<file path="src/rtl/if_prefetch_if.sv">
// Bus bundle between the prefetch unit, its instruction memory port and decode.
// The prefetch unit takes the master modport; memory/decode models take slave.
interface if_prefetch_if #(
  parameter int WIDTH = 16,
  parameter int AW    = 16,
  parameter int DEPTH = 4
);
  localparam int CW = $clog2(DEPTH + 1);

  logic             mem_read;
  logic [AW-1:0]    mem_address;
  logic             mem_resp;
  logic [WIDTH-1:0] mem_rdata;
  logic             redirect;
  logic [AW-1:0]    redirect_pc;
  logic             take;
  logic             valid_out;
  logic [WIDTH-1:0] instruction;
  logic [AW-1:0]    pc_out;
  logic [CW-1:0]    count;

  modport master (
    output mem_read, mem_address, valid_out, instruction, pc_out, count,
    input  mem_resp, mem_rdata, redirect, redirect_pc, take
  );

  modport slave (
    input  mem_read, mem_address, valid_out, instruction, pc_out, count,
    output mem_resp, mem_rdata, redirect, redirect_pc, take
  );
endinterface

</file>
<file path="src/rtl/if_prefetch.sv">
// Instruction-fetch unit: one outstanding memory read, DEPTH-entry prefetch FIFO,
// redirect with flush and discard of an in-flight response.
module if_prefetch #(
  parameter int          WIDTH    = 16,
  parameter int          AW       = 16,
  parameter int          DEPTH    = 4,
  parameter int unsigned RESET_PC = 0,
  parameter int unsigned PC_STEP  = 2
) (
  input  logic          clk,
  input  logic          reset,
  if_prefetch_if.master bus
);

  localparam int CW = $clog2(DEPTH + 1);
  localparam int PW = (DEPTH > 1) ? $clog2(DEPTH) : 1;

  typedef enum logic [1:0] {
    IDLE    = 2'd0,
    REQ     = 2'd1,
    DISCARD = 2'd2
  } state_e;

  state_e           state_q, state_d;
  logic [AW-1:0]    fetch_pc_q, fetch_pc_d;
  logic [AW-1:0]    req_pc_q, req_pc_d;
  logic [PW-1:0]    head_q, head_d;
  logic [PW-1:0]    tail_q, tail_d;
  logic [CW-1:0]    count_q, count_d;
  logic             mem_read_q;
  logic [WIDTH-1:0] data_q [DEPTH];
  logic [AW-1:0]    pcs_q  [DEPTH];

  logic             push_s;
  logic             pop_s;
  logic             room_s;
  logic [AW-1:0]    pc_seq_s;

  // Pointers wrap explicitly so DEPTH need not be a power of two.
  function automatic logic [PW-1:0] ptr_inc(input logic [PW-1:0] p);
    return (p == PW'(DEPTH - 1)) ? PW'(0) : p + PW'(1);
  endfunction

  // FIFO bookkeeping; a redirect flush overrides any same-cycle push or pop.
  always_comb begin
    pop_s    = (count_q != CW'(0)) && bus.take;
    push_s   = (state_q == REQ) && bus.mem_resp && !bus.redirect;
    head_d   = head_q;
    tail_d   = tail_q;
    count_d  = count_q;
    if (bus.redirect) begin
      head_d  = PW'(0);
      tail_d  = PW'(0);
      count_d = CW'(0);
    end else begin
      if (push_s) begin
        tail_d = ptr_inc(tail_q);
      end else begin
        tail_d = tail_q;
      end
      if (pop_s) begin
        head_d = ptr_inc(head_q);
      end else begin
        head_d = head_q;
      end
      count_d = count_q + CW'(push_s) - CW'(pop_s);
    end
    room_s   = (count_d < CW'(DEPTH));
    pc_seq_s = fetch_pc_q + AW'(PC_STEP);
  end

  // Fetch FSM next state: a live request can never be aborted, only discarded.
  always_comb begin
    state_d    = state_q;
    fetch_pc_d = fetch_pc_q;
    req_pc_d   = req_pc_q;
    case (state_q)
      IDLE: begin
        if (bus.redirect) begin
          fetch_pc_d = bus.redirect_pc;
        end else if (room_s) begin
          state_d  = REQ;
          req_pc_d = fetch_pc_q;
        end else begin
          state_d = IDLE;
        end
      end
      REQ: begin
        if (bus.mem_resp && bus.redirect) begin
          fetch_pc_d = bus.redirect_pc;
          req_pc_d   = bus.redirect_pc;
        end else if (bus.mem_resp) begin
          fetch_pc_d = pc_seq_s;
          if (room_s) begin
            req_pc_d = pc_seq_s;
          end else begin
            state_d = IDLE;
          end
        end else if (bus.redirect) begin
          fetch_pc_d = bus.redirect_pc;
          state_d    = DISCARD;
        end else begin
          state_d = REQ;
        end
      end
      DISCARD: begin
        if (bus.redirect) begin
          fetch_pc_d = bus.redirect_pc;
        end else begin
          fetch_pc_d = fetch_pc_q;
        end
        if (bus.mem_resp) begin
          state_d  = REQ;
          req_pc_d = fetch_pc_d;
        end else begin
          state_d = DISCARD;
        end
      end
      default: begin
        state_d = IDLE;
      end
    endcase
  end

  // State, PC and pointer registers.
  always_ff @(posedge clk or posedge reset) begin
    if (reset) begin
      state_q    <= IDLE;
      fetch_pc_q <= AW'(RESET_PC);
      req_pc_q   <= AW'(RESET_PC);
      head_q     <= PW'(0);
      tail_q     <= PW'(0);
      count_q    <= CW'(0);
      mem_read_q <= 1'b0;
    end else begin
      state_q    <= state_d;
      fetch_pc_q <= fetch_pc_d;
      req_pc_q   <= req_pc_d;
      head_q     <= head_d;
      tail_q     <= tail_d;
      count_q    <= count_d;
      mem_read_q <= (state_d != IDLE);
    end
  end

  // FIFO storage written at the tail on each accepted response.
  always_ff @(posedge clk or posedge reset) begin
    if (reset) begin
      for (int i = 0; i < DEPTH; i++) begin
        data_q[i] <= WIDTH'(0);
        pcs_q[i]  <= AW'(0);
      end
    end else if (push_s) begin
      data_q[tail_q] <= bus.mem_rdata;
      pcs_q[tail_q]  <= fetch_pc_q;
    end else begin
      data_q[tail_q] <= data_q[tail_q];
      pcs_q[tail_q]  <= pcs_q[tail_q];
    end
  end

  // Outputs; the head entry reads as zero while the FIFO is empty.
  always_comb begin
    bus.mem_read    = mem_read_q;
    bus.mem_address = req_pc_q;
    bus.count       = count_q;
    bus.valid_out   = (count_q != CW'(0));
    if (count_q != CW'(0)) begin
      bus.instruction = data_q[head_q];
      bus.pc_out      = pcs_q[head_q];
    end else begin
      bus.instruction = WIDTH'(0);
      bus.pc_out      = AW'(0);
    end
  end

endmodule

</file>
<file path="src/flat_wrapper.sv">
// flat-port wrapper written by rule: the top's interface ports become plain ports
module if_prefetch_flat 
#(
  parameter int          WIDTH    = 16,
  parameter int          AW       = 16,
  parameter int          DEPTH    = 4,
  parameter int unsigned RESET_PC = 0,
  parameter int unsigned PC_STEP  = 2
)
  (clk, reset, bus_mem_read, bus_mem_address, bus_valid_out, bus_instruction, bus_pc_out, bus_count, bus_mem_resp, bus_mem_rdata, bus_redirect, bus_redirect_pc, bus_take);
  if_prefetch_if #(.WIDTH(WIDTH), .AW(AW), .DEPTH(DEPTH)) bus_i ();
  input  logic clk;
  input  logic reset;
  output wire logic [$bits(bus_i.mem_read)-1:0] bus_mem_read;
  output wire logic [$bits(bus_i.mem_address)-1:0] bus_mem_address;
  output wire logic [$bits(bus_i.valid_out)-1:0] bus_valid_out;
  output wire logic [$bits(bus_i.instruction)-1:0] bus_instruction;
  output wire logic [$bits(bus_i.pc_out)-1:0] bus_pc_out;
  output wire logic [$bits(bus_i.count)-1:0] bus_count;
  input wire logic [$bits(bus_i.mem_resp)-1:0] bus_mem_resp;
  input wire logic [$bits(bus_i.mem_rdata)-1:0] bus_mem_rdata;
  input wire logic [$bits(bus_i.redirect)-1:0] bus_redirect;
  input wire logic [$bits(bus_i.redirect_pc)-1:0] bus_redirect_pc;
  input wire logic [$bits(bus_i.take)-1:0] bus_take;
  assign bus_mem_read = bus_i.mem_read;
  assign bus_mem_address = bus_i.mem_address;
  assign bus_valid_out = bus_i.valid_out;
  assign bus_instruction = bus_i.instruction;
  assign bus_pc_out = bus_i.pc_out;
  assign bus_count = bus_i.count;
  assign bus_i.mem_resp = bus_mem_resp;
  assign bus_i.mem_rdata = bus_mem_rdata;
  assign bus_i.redirect = bus_redirect;
  assign bus_i.redirect_pc = bus_redirect_pc;
  assign bus_i.take = bus_take;
  if_prefetch #(.WIDTH(WIDTH), .AW(AW), .DEPTH(DEPTH), .RESET_PC(RESET_PC), .PC_STEP(PC_STEP)) u_core (.clk(clk), .reset(reset), .bus(bus_i));
endmodule
</file>
<file path="config.mk">
export PLATFORM = sky130hd
export DESIGN_NAME = if_prefetch_flat
export DESIGN_NICKNAME = d
export VERILOG_FILES = /design/src/rtl/if_prefetch_if.sv /design/src/rtl/if_prefetch.sv /design/src/flat_wrapper.sv
export SDC_FILE = /design/constraint.sdc
export NUM_CORES = 1
export LEC_CHECK = 0
export BUFFER_PORTS_ARGS = -buffer_cell sky130_fd_sc_hd__buf_2
export CAP_MARGIN = 20
export CORE_ASPECT_RATIO = 0.9
export CORE_MARGIN = 2
export CORE_UTILIZATION = 35
export CTS_CLUSTER_SIZE = 25
export DETAILED_ROUTE_END_ITERATION = 8
export PLACE_DENSITY_LB_ADDON = 0.08
export SYNTH_ARGS = -nofsm -noshare
export SYNTH_HDL_FRONTEND = slang
export SYNTH_SLANG_ARGS = --single-unit
</file>
<file path="constraint.sdc">
create_clock -name clk -period 7.7 [get_ports clk]
set_input_delay 1.155 -clock clk [delete_from_list [all_inputs] [get_ports clk]]
set_output_delay 1.155 -clock clk [all_outputs]
set_load 0.01 [all_outputs]
</file>
==> flow_summary.ini <==
[yosys]
synthCells = 940
ys_seq_area_frac = 0.438
synth_cell_types = 65
syn-cell-area_sq_mm = 0.00971
synth_area_per_cell_sq_um = 10.3
synth_edf_count = 0
async_reset_ff_frac = 1.00
netlist.area_leader.share = 0.438
synth_area_leader_cell = dfrtp_1
synth_area_leaders = dfrtp_1, mux4_2, a21oi_1
synth_nets = 991
ys_seq_elements = 170
yosys_warnings = 0
synth_flop_cell = dfrtp_1

[routing]
totalWireLength_um = 26200
drtIter0Drc = 588
drc_errors = 0
wire_per_inst_um = 19.5
vias_per_cell = 5.44
ant_nets = 0
first_pass_iters = 4
vias = 7318

[cells_and_area]
final_nets = 1030
fillers = 2644
drive_above_1_share = 0.237
syn_to_final_growth_pct = 12.8
layout_commonest_cell = dfrtp_1
fin_util = 0.403
final_cell_mix = dfrtp_1, a21oi_1, nor2_1
n_antenna_cell = 0

[clock_tree]
cts_hold_buf = 0
insertion_delay_ps = 430
cts_sinks = 170
cts.path.max_buffers = 2
root_buffer = clkbuf_16
cts_max_level = 4
cts_setup_buffers = 0
cts_inserted_buffers = 17
ctsResizeCount = 0
clk_pin_slew_ps = 70
tritoncts = built

[run_status]
outcome = complete, no violations

[global_route]
grt_pass1_wl_um = 41900
overflow = 0
antenna_found_initial = 1
top_usage_layer = met2
grt.met3_usage = 0.0341
grtUsageMet1 = 0.266
grt_max_degree = 66
track_usage = 0.185
met2_usage = 0.290
grt_pass1_vias = 7225

[timing]
rsz0062_at_grt = no
setup_ws_ps = 3720
worst_slew_margin_rel = 0.264
finalCriticalPeriod_ps = 3980
fin_hold_ws_ps = 493
drv_slew = 0
finalClockSkew_ps = 10.4
worst_pin_slew_ps = 1100
hold_viol = 0
setup_viol = 0
fin_crit_sh = 0.517
fmax_mhz = 251
tns_ps = 0

[die]
io_pins = 90
die_x_um = 180
core-area_sq_mm = 0.0272
rows = 57
die_h_um = 162
initial_utilization = 0.357
die-area_sq_mm = 0.0291

[pwr]
power.switching_mw = 1.70
p_seq_frac = 0.340
max-vdd-ir-drop_mv = 0.180
internal_power_mw = 2.61
p_leak_nw = 4.39
power_frac_comb = 0.454
cellPowerDensity_mw_per_mm2 = 393
power.clock.fraction = 0.205
swShare = 0.394
power_mw = 4.31

[critical_path]
setup.worst_path.start = bus_redirect
startpoint_type = primary input
rr_worst_depth = 13
slowest_stage = a31oi_4
cpPeakStageDelay_ps = 540
path_cells = buf_2 -> inv_1 -> nand3_2 -> buf_4 -> inv_1 -> ha_1 -> inv_1 -> fa_1 -> xnor3_1 -> nor2_2 -> a21oi_2 -> a31oi_4 -> mux2_2
r2r_start = u_core.state_q[1]
crit_top_cell = inv_1
cp.arrival_ps = 4300
timing_worst_setup_path_type = in -> reg
r2r_slack_ps = 3760
end_kind = register
cp_max_fo = 40
cp_data_required_time_ps = 8010

[place]
dp_hpwl_um = 15700
place.gp.congestion = 0.760
io_buffers = 89
preCtsSetupSlack_ps = 3230

[min_path]
hp-start = u_core.bus.mem_address[9]
worstHoldPathCells = 1
hold_path.class = reg -> reg

[job]
cap_violations = 0
area by class of cell:
class / count / area [sq um] / share of cell area
clock buffer: 19 / 443 / 0.0404
sequential: 170 / 4260 / 0.389
timing repair buffer: 103 / 551 / 0.0502
multi-input combinational: 661 / 5010 / 0.457
clock inverter: 12 / 150 / 0.0137
tap: 354 / 443 / 0.0404
inverter: 26 / 103 / 0.00936
cell families (layout without fill, tap and decap cells):
logic type | after synthesis | in the layout | synth area share
DFF | 170 | 170 | 0.438
AOI/OAI and AO/OA | 265 | 265 | 0.156
buffers and inverters | 109 | 160 | 0.0475
and+or+nand+nor | 262 | 262 | 0.130
adders and majority gates | 14 | 14 | 0.0188
muxes | 115 | 115 | 0.203
xor gates and xnor gates | 5 | 5 | 0.00593
state kept, by name (all words and copies together), names as in the netlist, 2 cells and up:
name                    cells
u_core.tail_q               2
u_core.state_q              2
u_core.pcs_q               64
u_core.data_q              64
u_core.head_q               2
u_core.bus.mem_address     16
u_core.bus.count            3
u_core.fetch_pc_q          16
cells in the mapped netlist, types with 3 or more instances:
library cell	instances
buf_2	23
and3_1	4
and2_1	32
dfrtp_1	170
clkbuf_1	48
a32oi_1	11
o211ai_1	3
a21oi_1	165
or3_1	6
o22a_1	4
nor3_1	5
buf_1	6
nand2b_1	4
o21a_1	3
a31oi_1	10
buf_4	4
inv_1	26
xnor2_1	3
nand3_1	11
ha_1	13
mux2i_1	36
nor2_1	157
o21ai_0	42
nand2_1	21
o22ai_1	4
nor2b_1	5
nor4_4	3
mux4_2	64
mux2_2	14
critical path: cells and delay by family:
| kind | cells | cell delay (ps) |
|---|---|---|
| AND/OR/NAND/NOR | 2 | 270 |
| XOR/XNOR | 1 | 200 |
| AO/OA/AOI/OAI | 2 | 610 |
| buffers and inverters | 5 | 1080 |
| adder cells (fa/ha/maj) | 2 | 540 |
| multiplexers | 1 | 400 |
power by group through the flow:
stage / Combinational (mW) / Sequential [mW] / Clock [mW]
2_1_floorplan: 1.47 / 1.40 / 0
3_3_place_gp: 1.98 / 1.47 / 0
3_5_place_dp: 2.00 / 1.48 / 0
4_1_cts: 2.00 / 1.47 / 0.909
5_1_grt: 2.19 / 1.51 / 0.951
6_report: 1.96 / 1.47 / 0.884
final timing paths:
path / to
setup / recovery: u_core.bus.mem_address[0]
hold / removal: u_core.bus.mem_address[9]
setup reg to reg: u_core.bus.mem_address[0]
hold reg to reg: u_core.bus.mem_address[9]
max in group asynchronous: u_core.tail_q[0]
min in group asynchronous: u_core.bus.mem_read
routing by layer:
layer  share of wire  up-vias
li1                -     3472
met1            0.48     3662
met2            0.47      168
met3           0.046       16
met4           0.010        0
met5               0        -
stage by stage:
| stage | instances | area [sq um] |
|---|---|---|
| after floorplan | 940 | 9710 |
| after CTS | 1345 | 11000 |
| after detailed placement | 1314 | 10400 |
| final | 1345 | 11000 |
| after global routing | 1345 | 11000 |
| after global placement | 1314 | 10400 |
Power figures use the tool's default switching activity.
